## config.mk

```make
export PLATFORM = sky130hd
export DESIGN_NAME = softusb_ioevent
export DESIGN_NICKNAME = d
export VERILOG_FILES = /design/src/rtl/softusb_ioevent.sv
export SDC_FILE = /design/constraint.sdc
export NUM_CORES = 1
export LEC_CHECK = 0
export ABC_AREA = 1
export BUFFER_PORTS_ARGS = -buffer_cell sky130_fd_sc_hd__buf_4
export CAP_MARGIN = 20
export CELL_PAD_IN_SITES_DETAIL_PLACEMENT = 0
export CELL_PAD_IN_SITES_GLOBAL_PLACEMENT = 2
export CORE_UTILIZATION = 43
export CTS_BUF_LIST = sky130_fd_sc_hd__clkbuf_8
export CTS_CLUSTER_SIZE = 16
export DETAILED_ROUTE_END_ITERATION = 7
export MAX_ROUTING_LAYER = met4
export PLACE_DENSITY = 0.79
export SYNTH_ARGS = -nofsm -noshare
export SYNTH_HDL_FRONTEND = slang
export SYNTH_SLANG_ARGS = --single-unit
```

## constraint.sdc

```tcl
create_clock -name usb_clk -period 3.16 [get_ports usb_clk]
set_clock_uncertainty 0.2 [all_clocks]
set_input_delay 0.632 -clock usb_clk [delete_from_list [all_inputs] [get_ports usb_clk]]
set_output_delay 0.632 -clock usb_clk [all_outputs]
set_load 0.005 [all_outputs]
```

## src/rtl/softusb_ioevent.sv

```systemverilog
// USB-domain I/O peripheral for the navre core. It provides a host IRQ toggle,
// an event-byte FIFO that the host drains, and a 16-bit timer with a latched high byte.
module softusb_ioevent #(
    parameter int fifo_depth_log2 = 4
) (
    input  logic       usb_clk,
    input  logic       usb_rst,
    input  logic       io_re,
    input  logic       io_we,
    input  logic [5:0] io_a,
    input  logic [7:0] io_di,
    output logic [7:0] io_do,
    output logic       irq_flip,
    input  logic       evt_re,
    output logic [7:0] evt_dat,
    output logic       evt_empty
);
    localparam int DEPTH = 1 << fifo_depth_log2;
    localparam int CW    = fifo_depth_log2 + 1;
    localparam int PW    = fifo_depth_log2;

    localparam logic [5:0] A_IRQ   = 6'h15;
    localparam logic [5:0] A_PUSH  = 6'h16;
    localparam logic [5:0] A_STAT  = 6'h17;
    localparam logic [5:0] A_TMRL  = 6'h18;
    localparam logic [5:0] A_TMRH  = 6'h19;

    logic [7:0]    mem [DEPTH];
    logic [PW-1:0] rd_ptr_q, rd_ptr_d, wr_ptr_q, wr_ptr_d;
    logic [CW-1:0] count_q, count_d;
    logic          ovf_q, ovf_d;
    logic          irq_q, irq_d;
    logic [15:0]   timer_q;
    logic [7:0]    shadow_q, shadow_d;
    logic [7:0]    io_do_q, io_do_d;

    logic full, empty, wr_irq, wr_push, wr_clr, pop, push_ok, ovf_set;
    logic [7:0] status;

    assign full    = (count_q == CW'(DEPTH));
    assign empty   = (count_q == '0);
    assign wr_irq  = io_we && (io_a == A_IRQ);
    assign wr_push = io_we && (io_a == A_PUSH);
    assign wr_clr  = io_we && (io_a == A_STAT) && io_di[2];

    // A pop frees a slot in the same edge, so a full FIFO accepts a coincident push.
    assign pop     = evt_re && !empty;
    assign push_ok = wr_push && (!full || pop);
    assign ovf_set = wr_push && full && !pop;

    assign status  = 8'({count_q, ovf_q, full, empty});

    always_comb begin
        rd_ptr_d = rd_ptr_q;
        wr_ptr_d = wr_ptr_q;
        count_d  = count_q;
        ovf_d    = ovf_q;
        if (pop)     rd_ptr_d = rd_ptr_q + PW'(1);
        if (push_ok) wr_ptr_d = wr_ptr_q + PW'(1);
        case ({push_ok, pop})
            2'b10:   count_d = count_q + CW'(1);
            2'b01:   count_d = count_q - CW'(1);
            default: count_d = count_q;
        endcase
        if (ovf_set)     ovf_d = 1'b1;
        else if (wr_clr) ovf_d = 1'b0;
    end

    // Auto-notify: a push into an empty FIFO raises an IRQ without a firmware toggle.
    assign irq_d = irq_q ^ (wr_irq | (wr_push & empty));

    always_comb begin
        io_do_d  = 8'h00;
        shadow_d = shadow_q;
        if (io_re) begin
            case (io_a)
                A_STAT:  io_do_d = status;
                A_TMRL: begin
                    io_do_d  = timer_q[7:0];
                    shadow_d = timer_q[15:8];
                end
                A_TMRH:  io_do_d = shadow_q;
                default: io_do_d = 8'h00;
            endcase
        end
    end

    always_ff @(posedge usb_clk) begin
        if (usb_rst) begin
            rd_ptr_q <= '0;
            wr_ptr_q <= '0;
            count_q  <= '0;
            ovf_q    <= 1'b0;
            irq_q    <= 1'b0;
            timer_q  <= 16'h0000;
            shadow_q <= 8'h00;
            io_do_q  <= 8'h00;
        end else begin
            rd_ptr_q <= rd_ptr_d;
            wr_ptr_q <= wr_ptr_d;
            count_q  <= count_d;
            ovf_q    <= ovf_d;
            irq_q    <= irq_d;
            timer_q  <= timer_q + 16'd1;
            shadow_q <= shadow_d;
            io_do_q  <= io_do_d;
        end
    end

    // Storage carries no reset; pointer reset alone discards the contents.
    always_ff @(posedge usb_clk) begin
        if (push_ok && !usb_rst) mem[wr_ptr_q] <= io_di;
    end

    assign io_do     = io_do_q;
    assign irq_flip  = irq_q;
    assign evt_dat   = mem[rd_ptr_q];
    assign evt_empty = empty;
endmodule

```

==> flow_summary.ini <==
[clocking]
cts.repair.resized = 0
clockBufferDepth = 2
clk_pin_slew_ps = 100
cts_buffers = 17
htreeDepth = 4
cts_tree = yes
clockRootBuffer = clkbuf_8
cts_sinks = 179
clock_latency_ps = 460
post_cts_buffers = 0
ctsHoldBuffers = 0

[grt]
antenna_found_initial = 0
grt_max_degree = 34
grt_pass1_wl_mm = 26.0
track_usage = 0.196
overflow = 0
grt_pass1_vias = 4938

[routing]
drt_pre_antenna_iters = 5
avgRoutedWirePerCell_um = 16.9
ant_nets = 0
vias_per_cell = 5.14
wirelength_mm = 16.3
via_count = 4973
drtIter0Drc = 269
drc = 0

[synthesis]
synth_ff_type = edfxtp_1
syn_area_um2 = 7670
synth-seq-cells = 179
syn_nets = 705
synth_edf_count = 128
syn_inst = 678
synth_most_common_cell = edfxtp_1
async_flop_share = 0
synth_area_leader_cell = edfxtp_1
syn_avg_cell_area_um2 = 11.3
synth_top_cell_area_share = 0.501
synth.area.top_cells = edfxtp_1 (50%), dfxtp_1 (13%), inv_1 (4.3%)
synth_cell_type_count = 45
ys_warn_count = 0
synthTopCellsByCount = edfxtp_1 (128), inv_1 (88), o21ai_0 (62)
yosysSeqAreaShare = 0.634

[worst_setup_path]
reg2regPathDepth = 10
cp_slowest_cell = dfxtp_4
critPathLaunchType = flop
critPathMaxStageDelay_ps = 630
path_cells = buf_4, mux2i_1, o211ai_1, o211ai_1, nand2_1, buf_4
r2r_end = count_q[4]$_SDFFE_PP0P_
arrival_ps = 2160
r2r_setup_slack_ps = 1000
critPathMaxFanout = 33
end_kind = output pin
path_class = flop to output pin
worstReg2RegStart = count_q[4]$_SDFFE_PP0P_
critPathRequiredTime_ps = 2330

[power]
p_total_mw = 5.51
p_leak_nw = 3.22
irDropWorstVdd_mv = 0.310
power_density_nw_per_um2 = 633

[cells_and_area]
diodes = 0
fin_util = 0.501
num-fill-cells = 1612
fin_nets = 757
layout-drive-gt1-share = 0.180
areaGrowthSynthToFinish_pct = 13.4
final_area_um2 = 8700
instances_no_fill = 968

[die]
start_util = 0.442
ios = 37
die_h_um = 136
die-area_um2 = 18400
rows = 48
chipWidth_um = 136
core_region_area_um2 = 17400

[sta]
hold_slack_ps = 258
final.min_clock_period_ps = 2990
max_freq_mhz = 334
rsz0062_at_grt = false
setup_viol = 0
slew_violations = 0
hold_violations = 0
fin_crit_sh = 0.947
relSlewSlack = 0.663
worst_pin_slew_ps = 504
finalSetupTns_ps = 0
worst_slack_ps = 168

[run]
cap_violations = 0

[placement]
dp_hpwl_mm = 11.3
dp_slack_ps = 662
gp_congestion = 0.784
dp_cells = 936
io_buffers = 36
placed_area_um2 = 8300

[min_path]
holdPathEnd = irq_flip$_SDFF_PP0_
hp-start = irq_flip$_SDFF_PP0_
min_path_type = flop to flop
whs_path_depth = 1

[status]
status = completed
[sequential cells by signal, summed over array words and instances, names as in the netlist, named ones only]
| register | flops |
|---|---|
| mem | 128 |
| timer_q | 16 |
| io_do | 8 |
| shadow_q | 8 |
| count_q | 5 |
| rd_ptr_q | 4 |
| wr_ptr_q | 4 |
| irq_flip | 1 |
| ovf_q | 1 |
[final cells by class]
cell class / instances / area (µm²) / share of cell area
clock buffer: 17 / 234 / 0.0269
clock inverter: 15 / 170 / 0.0196
inverter: 95 / 357 / 0.0410
multi-input combinational: 377 / 2310 / 0.266
sequential: 179 / 4870 / 0.560
tap: 225 / 282 / 0.0324
timing repair buffer: 60 / 475 / 0.0546
[cell usage in the layout (no fill, tap or decap), types with 2 or more instances in the layout]
cell type	instances
nor2_2	3
buf_12	2
nand3_1	24
mux2i_1	32
clkinv_1	3
buf_4	58
clkinvlp_4	2
inv_8	3
o221ai_1	4
bufinv_16	2
nor2_1	40
o21ai_0	62
nand4_2	2
o211ai_1	34
edfxtp_1	128
clkbuf_8	17
nand4_1	4
nand2_4	3
nor3_1	7
ha_1	8
nand2_2	5
nor4_4	2
nor3_2	4
dfxtp_1	50
o21a_1	3
nand2_1	56
inv_2	5
inv_6	5
nor2_4	3
nand3_2	5
a21oi_1	60
inv_1	88
a21oi_2	3
[how the worst max path moves through the flow]
stage | startpoint | endpoint | slack, ps | cells past startpoint
global placement | flop | evt_dat[3] | 670 | 6
CTS | flop | evt_dat[3] | 150 | 6
detailed placement | io_a[3] | count_q[4]$_SDFFE_PP0P_ | 660 | 13
floorplan | io_a[4] | mem[11][0]$_DFFE_PP_ | 740 | 8
finish | flop | evt_dat[3] | 170 | 6
global route | flop | evt_dat[3] | 40 | 6
[power by group]
| group | total (mW) | internal [mW] | switching [mW] |
|---|---|---|---|
| clock | 1.60 | 0.727 | 0.877 |
| combinational | 1.23 | 0.499 | 0.728 |
| sequential | 2.67 | 2.56 | 0.113 |
[critical path: cells and delay by family (launching register included)]
family / cells / cell delay [ps]
simple gates: 1 / 90
flops: 1 / 630
compound gates: 2 / 420
buf+inv: 2 / 430
mux: 1 / 110
[kinds of logic (layout without fill, tap and decap cells)]
family,after synthesis,count (layout),share of synthesized area
AOI/OAI and AO/OA,172,172,0.130
xor gates and xnor gates,1,1,0.00114
adders and majority gates,8,8,0.0131
buffers and inverters,122,187,0.0639
DFF,179,179,0.634
muxes,32,32,0.0418
and+or+nand+nor,164,164,0.116
[routing by layer]
layer | part of all wire | up-vias | track usage
met3 | 0.036 | 24 | 0.0355
met5 | 0 | - | -
met2 | 0.51 | 92 | 0.338
met4 | 0.020 | 0 | 0.0730
met1 | 0.43 | 2372 | 0.227
li1 | - | 2485 | -
Note: power is estimated with default switching activity, not from simulation.
